**config.mk**
```make
export PLATFORM = sky130hd
export DESIGN_NAME = pc_register
export DESIGN_NICKNAME = d
export VERILOG_FILES = /design/src/rtl/pc_register.sv
export SDC_FILE = /design/constraint.sdc
export NUM_CORES = 1
export LEC_CHECK = 0
export ABC_CLOCK_PERIOD_IN_PS = 2050
export CAP_MARGIN = 10
export CELL_PAD_IN_SITES_DETAIL_PLACEMENT = 0
export CELL_PAD_IN_SITES_GLOBAL_PLACEMENT = 1
export CORE_ASPECT_RATIO = 2
export CORE_MARGIN = 1.5
export CORE_UTILIZATION = 32
export CTS_BUF_LIST = sky130_fd_sc_hd__clkbuf_4 sky130_fd_sc_hd__clkbuf_8
export DETAILED_ROUTE_END_ITERATION = 12
export GPL_ROUTABILITY_DRIVEN = 0
export PLACE_DENSITY_LB_ADDON = 0.1
export SYNTH_ARGS = -nofsm -noshare
export SYNTH_HDL_FRONTEND = slang
export SYNTH_SLANG_ARGS = --single-unit
```
**constraint.sdc**
```tcl
create_clock -name clock -period 2.05 [get_ports clock]
set_input_delay 0.5125 -clock clock [delete_from_list [all_inputs] [get_ports clock]]
set_output_delay 0.5125 -clock clock [all_outputs]
set_load 0.01 [all_outputs]
```
**src/rtl/pc_register.sv**
```systemverilog
// Program-counter register for the multi-cycle datapath: two-phase ISSUE/UPDATE commit,
// branch buffering, misaligned-target trap. Optional macro PC_CONSISTENCY_CHECK_EN.
module pc_register #(
  parameter logic [31:0] RESET_VECTOR = 32'h0000_0000
) (
  input  logic        clock,
  input  logic        reset,
  input  logic [31:0] inPCAdder,
  input  logic [31:0] branchTarget,
  input  logic        branchTaken,
  input  logic        stall,
  output logic [31:0] PC,
  output logic        pcValid,
  output logic        trap,
  output logic        adderError,
  output logic [31:0] commitCount
);

  typedef enum logic [1:0] {START, ISSUE, UPDATE, TRAP} state_t;

  state_t      state;
  logic        pending;
  logic [31:0] pendingTarget;
  logic [31:0] nextPc;

  function automatic logic misaligned(input logic [31:0] addr);
    return addr[1:0] != 2'b00;
  endfunction

`ifdef PC_CONSISTENCY_CHECK_EN
  logic [31:0] pcPlus4;
  logic        adderMismatch;
  logic        adderErrorR;

  assign pcPlus4    = PC + 32'd4;
  assign adderError = adderErrorR;
`else
  assign adderError = 1'b0;
`endif

  // Live redirect beats a buffered one, which beats the sequential path.
  always_comb begin
    nextPc = inPCAdder;
`ifdef PC_CONSISTENCY_CHECK_EN
    adderMismatch = 1'b0;
`endif
    if (branchTaken) begin
      nextPc = branchTarget;
    end else if (pending) begin
      nextPc = pendingTarget;
    end else begin
`ifdef PC_CONSISTENCY_CHECK_EN
      if (inPCAdder != pcPlus4) begin
        adderMismatch = 1'b1;
        nextPc        = pcPlus4;
      end
`endif
    end
  end

  always_ff @(posedge clock) begin
    if (reset) begin
      state         <= START;
      PC            <= RESET_VECTOR;
      pcValid       <= 1'b0;
      pending       <= 1'b0;
      pendingTarget <= 32'h0;
      trap          <= 1'b0;
      commitCount   <= 32'h0;
`ifdef PC_CONSISTENCY_CHECK_EN
      adderErrorR   <= 1'b0;
`endif
    end else begin
      case (state)
        START: begin
          if (branchTaken) begin
            pending       <= 1'b1;
            pendingTarget <= branchTarget;
          end
          state   <= ISSUE;
          pcValid <= 1'b1;
        end
        ISSUE: begin
          if (branchTaken) begin
            pending       <= 1'b1;
            pendingTarget <= branchTarget;
          end
          if (!stall) begin
            state   <= UPDATE;
            pcValid <= 1'b0;
          end
        end
        UPDATE: begin
`ifdef PC_CONSISTENCY_CHECK_EN
          if (adderMismatch) adderErrorR <= 1'b1;
`endif
          if (misaligned(nextPc)) begin
            trap    <= 1'b1;
            state   <= TRAP;
            pcValid <= 1'b0;
          end else begin
            PC          <= nextPc;
            commitCount <= commitCount + 32'd1;
            pending     <= 1'b0;
            state       <= ISSUE;
            pcValid     <= 1'b1;
          end
        end
        default: begin
          // TRAP: frozen until reset.
          state   <= TRAP;
          pcValid <= 1'b0;
        end
      endcase
    end
  end

endmodule

```
==> metrics.yaml <==
run_status:
  outcome: "finished, final reports clean"
critical_path:
  crit_type: "in -> reg"
  worstSetupEndpointType: "register"
  worst_ep_required_time_ns: 2.34
  arrival_ns: 2.32
  worstSetupStartpointType: "input pin"
  cp_max_fo: 7
floorplan:
  row_count: 62
  core_area_um2: 14400
  die-area_um2: 15400
  initial_core_util: 0.327
  die_h_um: 174
  chipWidth_um: 88.6
  io-pin-count: 135
worst_hold_path:
  hp-class: "reg -> reg"
synth:
  ys_seq_area_frac: 0.431
  synthMuxAreaShare: 0.0833
  synth_xor_area_frac: 0.00187
  synth_edf_count: 0
  syn_area_per_cell_um2: 7.85
  synth_ff_type: "dfxtp_1"
  ys_ff_latch: 101
  synth_adder_area_share: 0.00267
  syn_area_um2: 4690
  synth_top_family_by_area: "simple AND/OR/NAND/NOR gates"
  postSynth.asyncResetShare: 0
  synthTopCellsByArea: "dfxtp_1 (43%), nand2_1 (14%), a21oi_1 (9.3%), mux2i_1 (6.4%), o21ai_0 (4.1%)"
  synth_cells: 597
  synth_cell_types: 46
  ys_warn_count: 0
  synth_top_cell_area_share: 0.431
  synth_top_area_cell: "dfxtp_1"
  syn-num-nets: 666
  synth-compound-area-share: 0.171
  synthSimpleGateAreaFrac: 0.260
sta:
  post-route-period-util: 0.990
  rsz0062_at_grt: "true"
  worst_slack_ns: 0.0211
  tightest_slew_ns: 0.585
  hold_viol: 0
  finalClockSkew_ns: 0.0144
  setup_viol: 0
  tns_ns: 0
  max-slew-margin-rel: 0.610
  period_needed_ns: 2.03
  drv_slew: 0
  fmax_ghz: 0.493
route:
  drt_first_iter_violations: 190
  drt-total-wl_um: 14700
  drt_pass1_iterations: 4
  remaining_drc_errors: 0
  wl_per_cell_um: 15.7
  vias_per_cell: 4.92
  num_vias: 4614
  drtAntennaViolNets: 0
global_routing:
  grt_pass1_vias: 4633
  grt_pass1_wl_um: 23500
  grt_max_degree: 45
  antenna_found_initial: 1
  grt-ovfl-total: 0
  grt_usage: 0.197
placement:
  pre_cts_ws_ns: -0.546
  dp.cells: 919
  hpwl_um: 10700
  portBuffers: 133
power:
  ir_worst_vdd_uv: 270
  powerDensity_nw_per_um2: 581
  p_leak_nw: 2.34
clocking:
  htreeDepth: 3
  cts.clk_slew.worst_paths_ns: 0.10
  clk_path_buf_depth: 2
  tritoncts: "built"
  clkSinkCount: 101
  insertion_delay_ns: 0.37
  cts-root-buf: "clkbuf_8"
  cts_buffers: 9
finish:
  drive_above_1_share: 0.122
  regArea_um2: 2020
  nFillCells: 1486
  multiInputGateArea_um2: 2540
  synthToLayoutAreaGrowth_pct: 42.7
  nets: 809
  final_cells: 938
job:
  cap_violations: 0
==> cell usage in the layout (no fill, tap or decap), drive strengths merged, types with 9 or more instances in the layout <==
| master | count |
|---|---|
| nand2 | 170 |
| clkdlybuf4s50 | 128 |
| dfxtp | 101 |
| a21oi | 87 |
| buf | 46 |
| o21ai | 38 |
| mux2i | 30 |
| o31ai | 15 |
| or4 | 15 |
| nor2 | 12 |
| clkbuf | 11 |
| nor2b | 10 |
| nand3 | 9 |
==> repair_timing <==
action,CTS,global route
resized for setup,3,10
setup buffers,1,0
gates cloned,1,0
setup endpoints to repair,50,20
hold buffers,0,0
pin swaps,2,3
==> registers in the layout, summed over array words and instances, names as in the netlist <==
name / cells
pending: 1
pendingTarget: 32
PC: 32
commitCount: 32
pcValid: 1
state: 2
trap: 1
==> logic make-up after synthesis <==
group / Yosys count
AOI/OAI and AO/OA: 147
and+or+nand+nor: 259
other: 1
adders and majority gates: 1
DFF: 101
muxes: 38
buffers and inverters: 49
xor gates and xnor gates: 1
==> path summary, 6_finish.rpt <==
check | start | endpoint | slack, ns | cells past startpoint
min | pendingTarget[12]$_SDFFE_PP0P_ | pendingTarget[12]$_SDFFE_PP0P_ | 0.46 | 2
min reg2reg | pendingTarget[12]$_SDFFE_PP0P_ | pendingTarget[12]$_SDFFE_PP0P_ | 0.46 | 2
max reg2reg | commitCount[0]$_SDFFE_PP0P_ | commitCount[26]$_SDFFE_PP0P_ | 0.03 | 5
max | branchTarget[1] | commitCount[19]$_SDFFE_PP0P_ | 0.02 | 8
==> final cells by class <==
type	count	share of cell area
Inverter	3	0.00168
Clock buffer	11	0.0208
Multi-Input combinational cell	448	0.380
Tap cell	192	0.0359
Antenna cell	1	0.000374
Timing Repair Buffer	177	0.250
Clock inverter	5	0.00898
Sequential cell	101	0.303
==> synthesized netlist by cell type, types with 2 or more instances <==
cell type and instances:
nor3_1 2, and4_1 4, buf_4 2, or4_1 14, o21ai_0 38, mux2i_1 30
or3_1 7, a21oi_1 87, o21ba_2 2, inv_1 3, nor3b_1 3, and3_1 4
o31ai_1 14, buf_2 8, nor2_1 12, nand2b_1 2, nor2b_1 10, nand4_1 6
buf_6 2, clkbuf_1 31, nand2_1 170, nand3_1 9, dfxtp_1 101, mux2_2 8
nor4_1 7
==> where the power goes <==
part | leakage, nW | internal (W) | switching (W)
Combinational | 1.42 | 0.000269 | 0.000267
Clock | 0.101 | 0.000598 | 0.000702
Sequential | 0.821 | 0.00202 | 0.0000330
Total | 2.34 | 0.00288 | 0.00100
==> stage by stage <==
stage               hold slack (ns)  utilization  total power [W]  area (um2)
CTS                           0.461        0.462          0.00395        6640
detailed placement            0.448        0.446          0.00263        6410
global placement              0.441        0.446          0.00262        6410
finish                        0.458        0.466          0.00388        6690
global route                  0.445        0.466          0.00409        6690
floorplan                     0.436            -          0.00236        4700
==> worst max-delay path: stages <==
cell,delay (ns)
clkdlybuf4s50_1,0.45
nor3b_2,0.16
buf_4,0.16
nor3_1,0.05
buf_4,0.18
buf_4,0.15
or4_1,0.50
a21oi_1,0.16
==> routing by layer <==
layer,share of wire,vias up,global-route usage
met5,0,-,0
met4,0.031,0,0.0801
met1,0.37,2128,0.206
met2,0.56,100,0.376
met3,0.031,25,0.0294
li1,-,2361,-
Power figures use the tool's default switching activity.
